--- src/rtl/blink_sched_pkg.sv ---
// Shared definitions for the blink-code scheduler.
//   state_e   : scheduler FSM states (IDLE, ON, OFF, GAP)
//   hp_cycles : half-period length in clock cycles, clamped to at least 1
//   cnt_w     : bits needed to hold the values 0..max_val (at least 1)
//   idx_w     : bits needed to index n items (at least 1)
package blink_sched_pkg;

    localparam int STATE_W = 2;

    typedef enum logic [STATE_W-1:0] {
        IDLE = 2'd0,
        ON   = 2'd1,
        OFF  = 2'd2,
        GAP  = 2'd3
    } state_e;

    function automatic int hp_cycles(input int clk_freq_hz, input int blink_hz);
        int hp;
        hp = clk_freq_hz / (2 * blink_hz);
        return (hp < 1) ? 1 : hp;
    endfunction

    function automatic int cnt_w(input int max_val);
        return (max_val < 2) ? 1 : $clog2(max_val + 1);
    endfunction

    function automatic int idx_w(input int n);
        return (n < 2) ? 1 : $clog2(n);
    endfunction

endpackage

--- src/rtl/blink_code_sched_tick.sv ---
// Half-period tick generator for the blink-code scheduler.
//   clk     in  : clock
//   rst     in  : asynchronous reset, active-high
//   restart in  : realigns the phase; the next tick arrives HP cycles after this edge
//   tick    out : one-cycle pulse every HP cycles
module blink_tick_gen
    import blink_sched_pkg::*;
#(
    parameter int HP = 4
) (
    input  logic clk,
    input  logic rst,
    input  logic restart,
    output logic tick
);

    localparam int CW = cnt_w(HP - 1);
    localparam logic [CW-1:0] LAST = CW'(HP - 1);

    logic [CW-1:0] r_cnt;

    // After a restart edge the counter reads 0; it reads HP-1 in the cycle
    // before the edge that lands exactly HP cycles later, which is when the
    // FSM must see the tick.
    always_ff @(posedge clk or posedge rst) begin
        if (rst) begin
            r_cnt <= '0;
        end else if (restart || tick) begin
            r_cnt <= '0;
        end else begin
            r_cnt <= r_cnt + CW'(1);
        end
    end

    assign tick = (r_cnt == LAST);

endmodule

--- src/rtl/blink_code_sched.sv ---
// Round-robin blink-code scheduler: shares one LED among N_REQ requesters.
// Each requester posts a code c; the granted code plays as c high pulses of
// HP cycles separated by HP-cycle lows, followed by a GAP_HP half-period dark
// gap before the next grant. Code 0 is accepted and discarded.
//   clk        in  : clock
//   rst        in  : asynchronous reset, active-high
//   req_valid  in  : request i pending (held until accepted)
//   req_code   in  : code of requester i at [i*CODE_W +: CODE_W]
//   req_ready  out : one-hot grant, only in IDLE
//   busy       out : high in every state except IDLE
//   active_id  out : index of the last accepted requester
//   q          out : LED drive
//   abort      in  : only when BLINK_SCHED_ABORT_EN is defined; cuts a code
//                    short in ON/OFF and goes straight to a full dark gap
// Handshake: a request transfers on a clk edge where req_valid[i] and
// req_ready[i] are both high; req_ready depends combinationally on req_valid.
module blink_code_sched
    import blink_sched_pkg::*;
#(
    parameter int clk_freq_hz = 1_000_000_000,
    parameter int blink_hz    = 4,
    parameter int N_REQ       = 4,
    parameter int CODE_W      = 4,
    parameter int GAP_HP      = 4
) (
    input  logic                      clk,
    input  logic                      rst,
    input  logic [N_REQ-1:0]          req_valid,
    input  logic [N_REQ*CODE_W-1:0]   req_code,
    output logic [N_REQ-1:0]          req_ready,
    output logic                      busy,
    output logic [idx_w(N_REQ)-1:0]   active_id,
    output logic                      q
`ifdef BLINK_SCHED_ABORT_EN
    ,
    input  logic                      abort
`endif
);

    localparam int HP    = hp_cycles(clk_freq_hz, blink_hz);
    localparam int PTR_W = idx_w(N_REQ);
    localparam int GAP_W = cnt_w(GAP_HP);
    localparam logic [PTR_W:0]   NREQ_L = (PTR_W + 1)'(N_REQ);
    localparam logic [GAP_W-1:0] GAP_L  = GAP_W'(GAP_HP);

    state_e              r_state;
    logic                r_q;
    logic [CODE_W-1:0]   r_cnt;
    logic [GAP_W-1:0]    r_gap;
    logic [PTR_W-1:0]    r_id;
    logic [PTR_W-1:0]    r_ptr;

    state_e              w_state_nx;
    logic                w_q_nx;
    logic [CODE_W-1:0]   w_cnt_nx;
    logic [GAP_W-1:0]    w_gap_nx;
    logic [PTR_W-1:0]    w_id_nx;
    logic [PTR_W-1:0]    w_ptr_nx;
    logic                w_restart;
    logic                w_tick;
    logic                w_abort;

    logic [PTR_W:0]      w_scan;
    logic                w_found;
    logic [PTR_W-1:0]    w_gnt_idx;
    logic [CODE_W-1:0]   w_gnt_code;
    logic [PTR_W:0]      w_ptr_inc;
    logic [PTR_W-1:0]    w_ptr_next;
    logic                w_accept;

`ifdef BLINK_SCHED_ABORT_EN
    assign w_abort = abort;
`else
    assign w_abort = 1'b0;
`endif

    blink_tick_gen #(.HP(HP)) u_tick (
        .clk     (clk),
        .rst     (rst),
        .restart (w_restart),
        .tick    (w_tick)
    );

    // Round-robin scan: rr_ptr, rr_ptr+1, ... wrapping at N_REQ. The scan
    // index is one bit wider so the wrap works for non-power-of-two N_REQ.
    always_comb begin
        w_found   = 1'b0;
        w_gnt_idx = '0;
        w_scan    = '0;
        for (int k = 0; k < N_REQ; k++) begin
            w_scan = {1'b0, r_ptr} + (PTR_W + 1)'(k);
            if (w_scan >= NREQ_L) begin
                w_scan = w_scan - NREQ_L;
            end
            if (!w_found && req_valid[w_scan[PTR_W-1:0]]) begin
                w_found   = 1'b1;
                w_gnt_idx = w_scan[PTR_W-1:0];
            end
        end
    end

    always_comb begin
        w_gnt_code = '0;
        for (int k = 0; k < N_REQ; k++) begin
            if (w_gnt_idx == PTR_W'(k)) begin
                w_gnt_code = req_code[k*CODE_W +: CODE_W];
            end
        end
        w_ptr_inc  = {1'b0, w_gnt_idx} + (PTR_W + 1)'(1);
        w_ptr_next = (w_ptr_inc == NREQ_L) ? '0 : w_ptr_inc[PTR_W-1:0];
    end

    assign w_accept = (r_state == IDLE) && w_found;

    // Gated with rst so the grant drops the instant reset is asserted,
    // not just once the state register has cleared.
    always_comb begin
        req_ready = '0;
        for (int k = 0; k < N_REQ; k++) begin
            req_ready[k] = w_accept && !rst && (w_gnt_idx == PTR_W'(k));
        end
    end

    always_ff @(posedge clk or posedge rst) begin
        if (rst) begin
            r_state <= IDLE;
            r_q     <= 1'b0;
            r_cnt   <= '0;
            r_gap   <= '0;
            r_id    <= '0;
            r_ptr   <= '0;
        end else begin
            r_state <= w_state_nx;
            r_q     <= w_q_nx;
            r_cnt   <= w_cnt_nx;
            r_gap   <= w_gap_nx;
            r_id    <= w_id_nx;
            r_ptr   <= w_ptr_nx;
        end
    end

    always_comb begin
        w_state_nx = r_state;
        w_q_nx     = r_q;
        w_cnt_nx   = r_cnt;
        w_gap_nx   = r_gap;
        w_id_nx    = r_id;
        w_ptr_nx   = r_ptr;
        w_restart  = 1'b0;

        if ((r_state == ON || r_state == OFF) && w_abort) begin
            // Abort wins over a coincident tick; restarting the tick keeps
            // the dark gap at its full GAP_HP half periods.
            w_state_nx = GAP;
            w_q_nx     = 1'b0;
            w_cnt_nx   = '0;
            w_gap_nx   = GAP_L;
            w_restart  = 1'b1;
        end else begin
            case (r_state)
                IDLE: begin
                    if (w_accept) begin
                        w_id_nx   = w_gnt_idx;
                        w_ptr_nx  = w_ptr_next;
                        w_cnt_nx  = w_gnt_code;
                        w_restart = 1'b1;
                        if (w_gnt_code != '0) begin
                            w_state_nx = ON;
                            w_q_nx     = 1'b1;
                        end
                    end
                end
                ON: begin
                    if (w_tick) begin
                        w_q_nx     = 1'b0;
                        w_cnt_nx   = r_cnt - CODE_W'(1);
                        w_state_nx = OFF;
                    end
                end
                OFF: begin
                    if (w_tick) begin
                        if (r_cnt != '0) begin
                            w_q_nx     = 1'b1;
                            w_state_nx = ON;
                        end else begin
                            w_gap_nx   = GAP_L;
                            w_state_nx = GAP;
                        end
                    end
                end
                GAP: begin
                    w_q_nx = 1'b0;
                    if (w_tick) begin
                        // The tick that empties the counter ends the gap.
                        if (r_gap <= GAP_W'(1)) begin
                            w_gap_nx   = '0;
                            w_state_nx = IDLE;
                        end else begin
                            w_gap_nx = r_gap - GAP_W'(1);
                        end
                    end
                end
                default: begin
                    w_state_nx = IDLE;
                    w_q_nx     = 1'b0;
                end
            endcase
        end
    end

    assign busy      = (r_state != IDLE);
    assign active_id = r_id;
    assign q         = r_q;

endmodule
--- config.mk ---
export PLATFORM = sky130hd
export DESIGN_NAME = blink_code_sched
export DESIGN_NICKNAME = d
export VERILOG_FILES = /design/src/rtl/blink_sched_pkg.sv /design/src/rtl/blink_code_sched_tick.sv /design/src/rtl/blink_code_sched.sv
export SDC_FILE = /design/constraint.sdc
export NUM_CORES = 1
export LEC_CHECK = 0
export ABC_AREA = 1
export BUFFER_PORTS_ARGS = -buffer_cell sky130_fd_sc_hd__buf_2
export CAP_MARGIN = 20
export CORE_MARGIN = 2
export CORE_UTILIZATION = 64
export CTS_CLUSTER_DIAMETER = 30
export DETAILED_ROUTE_END_ITERATION = 16
export MAX_ROUTING_LAYER = met4
export PLACE_DENSITY = 0.82
export RECOVER_POWER = 50
export REMOVE_ABC_BUFFERS = 1
export SYNTH_ARGS = -nofsm -noshare
export SYNTH_HDL_FRONTEND = slang
export SYNTH_HIERARCHICAL = 1
export SYNTH_SLANG_ARGS = --single-unit
--- constraint.sdc ---
create_clock -name clk -period 3.7 [get_ports clk]
set_input_delay 0.555 -clock clk [delete_from_list [all_inputs] [get_ports clk]]
set_output_delay 0.555 -clock clk [all_outputs]
set_load 0.005 [all_outputs]
* Word level (Yosys, flattened, before mapping)
Index checks and enable logic that the tools add are counted.
W data, S select, Z words.
** Storage, ports and cells
- Input port bits :: 22
- Bits in registers :: 41
- Bits in writable memories :: 0
- Latch bits :: 0
- Memories :: 0
- Bits in read-only memories :: 0
- Logic and storage cells :: 119
** Cells by class
- Bitwise logic cells :: 0
- Magnitude comparators :: 9
- Shift-type cells :: 0
- $mul :: 0
- Divide/modulo/power cells :: 0
- Add/sub/neg operators :: 11
- Muxes and demuxes :: 50
- Equality and inequality tests :: 16
- Reductions and logical operators :: 26
** Operators with widths (number)
- $mux W2 :: 16
- $add A27 B1 Y27 const B :: 1
- $eq A27 B27 Y1 const B :: 1
- $mux W27 :: 1
- $mux W4 :: 6
- $mux W1 :: 15
- $lt A2 B3 Y1 const B :: 4
- $mux W3 :: 4
- $ne A2 B1 Y1 const B :: 5
- $ge A3 B3 Y1 const B :: 3
- $logic_and A1 B1 Y1 :: 9
- $bmux W1 S2 :: 4
- $eq A2 B2 Y1 const B :: 4
- $pmux W2 S4 :: 1
- $pmux W4 S2 :: 1
- $reduce_bool A4 Y1 :: 2
- $sub A2 B1 Y2 const B :: 4
- $add A2 B1 Y3 const B :: 2
- $add A2 B2 Y3 const B :: 2
- $ne A2 B2 Y1 const B :: 3
- $pmux W3 S2 :: 1
- $reduce_and A6 Y1 :: 1
- $reduce_bool A2 Y1 :: 3
- $reduce_and A5 Y1 :: 1
- 13 further kinds :: 18

* Longest topological paths before layout
- Word-level depth :: 23
- Mapped depth :: 24

* By module
The synthesis kept the hierarchy.
** Modules (own cells, without submodules)
- blink_tick_gen :: times used 1, area an instance 1676.6 um^2, cells each 249
- blink_code_sched :: times used 1, area an instance 1377.6 um^2, cells each 208

* Worst setup path before layout
OpenSTA, ideal clock, no wires.
- Path type :: in2out
- Start point :: input port req_valid[3]
- End point :: output port req_ready[3]
- Stages :: 15
- Data arrival time :: 1922 ps
- Slack :: 1223 ps
- Path through :: inv_1 > nand2_2 > nand2_1 > nand2_1 > nand2_2 > nor2_1 > o21ai_0 > nand2_1 > inv_1 > nand2_1 > inv_1 > ha_1 > clkbuf_1 > inv_1 > nor2_1
** Between the ends
- Elaborated cells on any way between the ends :: 26
- Those cells by class :: eq/ne: 1; mux: 16; reduce/logical: 9
** RTL lines
- start: declaration :: RTL line blink_code_sched.sv:28 : input logic [N_REQ-1:0] req_valid,
- $bmux W1 S2 :: RTL line blink_code_sched.sv:95 : if (!w_found && req_valid[w_scan[PTR_W-1:0]]) begin
- $mux W1 (not written as such) :: RTL line blink_code_sched.sv:95
- $mux W1 :: RTL line blink_code_sched.sv:95
- $logic_not A1 Y1 :: RTL line blink_code_sched.sv:95
- $logic_and A1 B1 Y1 :: RTL line blink_code_sched.sv:95
- $mux W1 :: RTL line blink_code_sched.sv:95
- $logic_not A1 Y1 :: RTL line blink_code_sched.sv:95
- $logic_and A1 B1 Y1 :: RTL line blink_code_sched.sv:95
- $mux W1 :: RTL line blink_code_sched.sv:95
- $logic_not A1 Y1 :: RTL line blink_code_sched.sv:95
- $logic_and A1 B1 Y1 :: RTL line blink_code_sched.sv:95
- $mux W2 * :: RTL line blink_code_sched.sv:95
- net w_gnt_idx[0] :: RTL line blink_code_sched.sv:65 : logic [PTR_W-1:0] w_gnt_idx;
- $eq A2 B2 Y1 * :: RTL line blink_code_sched.sv:120 : req_ready[k] = w_accept && !rst && (w_gnt_idx == PTR_W'(k));
- $logic_and A1 B1 Y1 * :: RTL line blink_code_sched.sv:120
- end: declaration :: RTL line blink_code_sched.sv:30 : output logic [N_REQ-1:0] req_ready,
Mark *: on every way through the listed nets, which the timed path passes. The rest lies on a longest branch. The select of a mux whose other input is x is not followed.

* Worst setup path in the final report
- Start point :: register r_ptr[0]
- End point :: output port req_ready[3]
** Between the ends
- Elaborated cells on any way between the ends :: 41
- Those cells by class :: add/sub: 7; order compare: 4; eq/ne: 1; mux: 20; reduce/logical: 9
** RTL lines
- start: declaration :: RTL line blink_code_sched.sv:51 : logic [PTR_W-1:0] r_ptr;
- start signal: assignment :: RTL line blink_code_sched.sv:138 : r_ptr <= w_ptr_nx;
- branches (longest 13 deep; another with $add A2 B1 Y3)
- $mux W2 * :: RTL line blink_code_sched.sv:95
- net w_gnt_idx[1] :: RTL line blink_code_sched.sv:65
- $eq A2 B2 Y1 * :: RTL line blink_code_sched.sv:120
- $logic_and A1 B1 Y1 * :: RTL line blink_code_sched.sv:120
Mark *: on every way through the listed nets, which the timed path passes. The select of a mux whose other input is x is not followed.

==> flow_summary.toml <==
[floorplanning]
die_h_um = 73.1
design.portCount = 30
initial_core_util = 0.655
dieArea_um2 = 5340
rows = 25
coreArea_um2 = 4660
die_w_um = 73.1

[final_layout]
final_cells = 544
antenna_cells = 0
area_delta_synth_final_pct = 7.91
nets = 519
drive_gt1_frac = 0.143

[synth]
seq_area_frac_synth = 0.336
synth-edff-count = 0
ys.flop_type = "dfrtp_1"
yosys.cell_types.count = 35
ys_top_cells_by_area = "dfrtp_1 34%, nand2_1 18%, nor2_1 11%"
synthArstFlopShare = 1.00
syn_avg_cell_area_um2 = 6.68
yosys_warnings = 6
syn_area_um2 = 3050
ys_ff_latch = 41
synth_top_area_frac = 0.336
yosysTopAreaCell = "dfrtp_1"
synthCells = 457

[clocking]
post_cts_buffers = 0
clk_path_buf_depth = 2
cts-root-buf = "clkbuf_8"
path_clk_slew_ps = 80
cts_tree = "yes"
holdBufCountCts = 0
cts_resized = 0
cts_htree_levels = 2
numClockSinks = 41
cts_buffers = 5
clk_latency_ps = 290

[route]
avgViaCountPerCell = 5.18
ant_nets = 0
route.detailed.drc = 0
wl_met2_um = 3200
avgRoutedWirePerCell_um = 11.8
met1_length_um = 2860
first_pass_iters = 4
drt_iter0_drc = 142
wl_met3_um = 267
routed_wl_um = 6440
vias = 2820
highest_layer = "met4"

[sta]
min_period_ps = 3250
finalCritPeriodShare = 0.879
finalSetupTns_ps = 0
slew_violations = 0
skew_ps = 8.01
tightest_slew_ps = 854
hold_viol_final = 0
setup_viol = 0
max_freq_ghz = 0.307
rsz0062_at_grt = "false"
maxSlewHeadroom = 0.431

[worst_setup_path]
endpoint_kind = "output port"
path_buf_inv = 4
crit_type = "reg2out"
critical_path_arrival_ps = 2700
cp_max_fo = 9
rrSetupSlack_ps = 680
cpMaxStageDelayCell = "dfrtp_1"
critPathTopFamily = "simple AND/OR/NAND/NOR gates"
crit_required_ps = 3140
path_cells = "inv_8, nand2_1, nand2_2, nand2_4, nand2_4, nor2_1, nand3b_1, nand3_1, nand2_1, inv_1, ha_1, inv_1, nor2_1, buf_2"
regToRegEndpoint = "q"
critical_path.max_stage_delay_ps = 630
r2r_cells = 20
rr_startpoint = "r_ptr[0]"
start_kind = "register"

[global_routing]
overflow = 0
grt_max_degree = 28
grt_pass1_wl_um = 11100
grt_pass1_vias = 2565
track_usage = 0.272
antenna_found_initial = 0

[placement]
dpl.cell_count = 536
place.gp.congestion = 0.961
io_buffers = 29
dp_hpwl_um = 5140

[status]
outcome = "completed"

[hold_path]
min_path_type = "in2async"

[run]
max_cap_violations = 0

[pwr]
power_density_nw_per_um2 = 657
vdd_ir_drop_max_mv = 0.535
p_leak_nw = 1.64
## registers in the layout (all words and copies together), names as in the netlist
signal        count
r_ptr             2
active_id         2
r_gap             3
q                 1
u_tick/r_cnt     27
r_cnt             4
r_state           2
## per-layer routing
metal | vias up | track usage
li1 | 1469 | -
met1 | 1276 | 0.331
met2 | 64 | 0.458
met3 | 11 | 0.0401
met4 | 0 | 0.0926
met5 | - | -
## synth_stat cells, types with 4 or more instances
cell / number
nor3_1: 4
nand4_1: 4
nand2_2: 11
a21oi_1: 10
nand2_4: 7
nand3_1: 25
dfrtp_1: 41
buf_6: 4
ha_1: 7
xnor2_1: 8
nor2_1: 93
nand2_1: 148
inv_1: 50
xor2_1: 6
o21ai_0: 10
## worst reg2reg max path, delay by kind of cell (launching register included)
| kind | cells | cell delay (ps) |
|---|---|---|
| AO/OA/AOI/OAI | 1 | 200 |
| buffers and inverters | 3 | 300 |
| flip-flops | 1 | 630 |
| AND/OR/NAND/NOR | 15 | 1550 |
| adder cells (fa/ha/maj) | 1 | 250 |
## layout by cell type (no fill, tap or decap)
master / Yosys / routed
nand2_1: 148 / 148
nor2_1: 93 / 94
inv_1: 50 / 50
dfrtp_1: 41 / 41
buf_2: 0 / 29
nand3_1: 25 / 25
nand2_2: 11 / 11
a21oi_1: 10 / 10
o21ai_0: 10 / 10
xnor2_1: 8 / 8
nand2_4: 7 / 7
ha_1: 7 / 7
clkbuf_8: 0 / 6
xor2_1: 6 / 6
nand4_1: 4 / 4
nor3_1: 4 / 4
nand3_2: 3 / 3
nor2_2: 3 / 3
clkbuf_1: 1 / 3
inv_2: 2 / 2
inv_4: 2 / 2
nand3b_1: 2 / 2
o21bai_1: 2 / 2
inv_8: 1 / 1
nor2_8: 2 / 1
nand4_4: 1 / 1
a22oi_1: 1 / 1
a21oi_2: 1 / 1
o21ai_2: 1 / 1
o21ai_1: 1 / 1
o2111ai_1: 1 / 1
o31ai_1: 1 / 1
and3_1: 1 / 1
nor4_1: 1 / 1
nand3_4: 1 / 1
nor2_4: 1 / 1
## cell families after synthesis
logic type | share of synthesized area
adders and majority gates | 0.0287
DFF | 0.336
AOI/OAI and AO/OA | 0.0528
xor gates and xnor gates | 0.0401
buffers and inverters | 0.0877
and+or+nand+nor | 0.455
## power breakdown
part	leakage, nW	internal (W)	switching (W)
Clock	0.0443	0.000148	0.000149
Sequential	0.537	0.000549	0.000133
Combinational	1.06	0.000432	0.000753
## stage by stage
step	instance area, um^2	total power (W)	hold WS [ps]	worst slack, ps	utilization
2_1_floorplan	3010	0.00167	460	1250	-
3_3_place_gp	3230	0.00188	450	969	0.692
3_5_place_dp	3230	0.00191	452	847	0.692
4_1_cts	3310	0.00221	256	598	0.711
5_1_grt	3300	0.00240	314	188	0.707
6_report	3300	0.00216	277	446	0.707
## how the worst max path moves through the flow
stage                 startpoint      endpoint  slack [ps]  cells after the start
floorplan               r_ptr[0]             q        1250                     22
global placement    req_valid[1]             q         970                     24
detailed placement  req_valid[1]             q         850                     24
CTS                     r_ptr[0]  req_ready[3]         600                     14
global route            r_ptr[0]  req_ready[3]         190                     14
finish                  r_ptr[0]  req_ready[3]         450                     14
## final cells by class
type | instances | area (um^2)
well taps | 54 | 67.6
repair buffers | 31 | 153
fillers | 391 | 1370
clock buffers | 7 | 86.3
flip-flops and latches | 41 | 1030
multi-input cells | 356 | 1740
inverters | 55 | 219
Note: power is estimated with default switching activity, not from simulation.
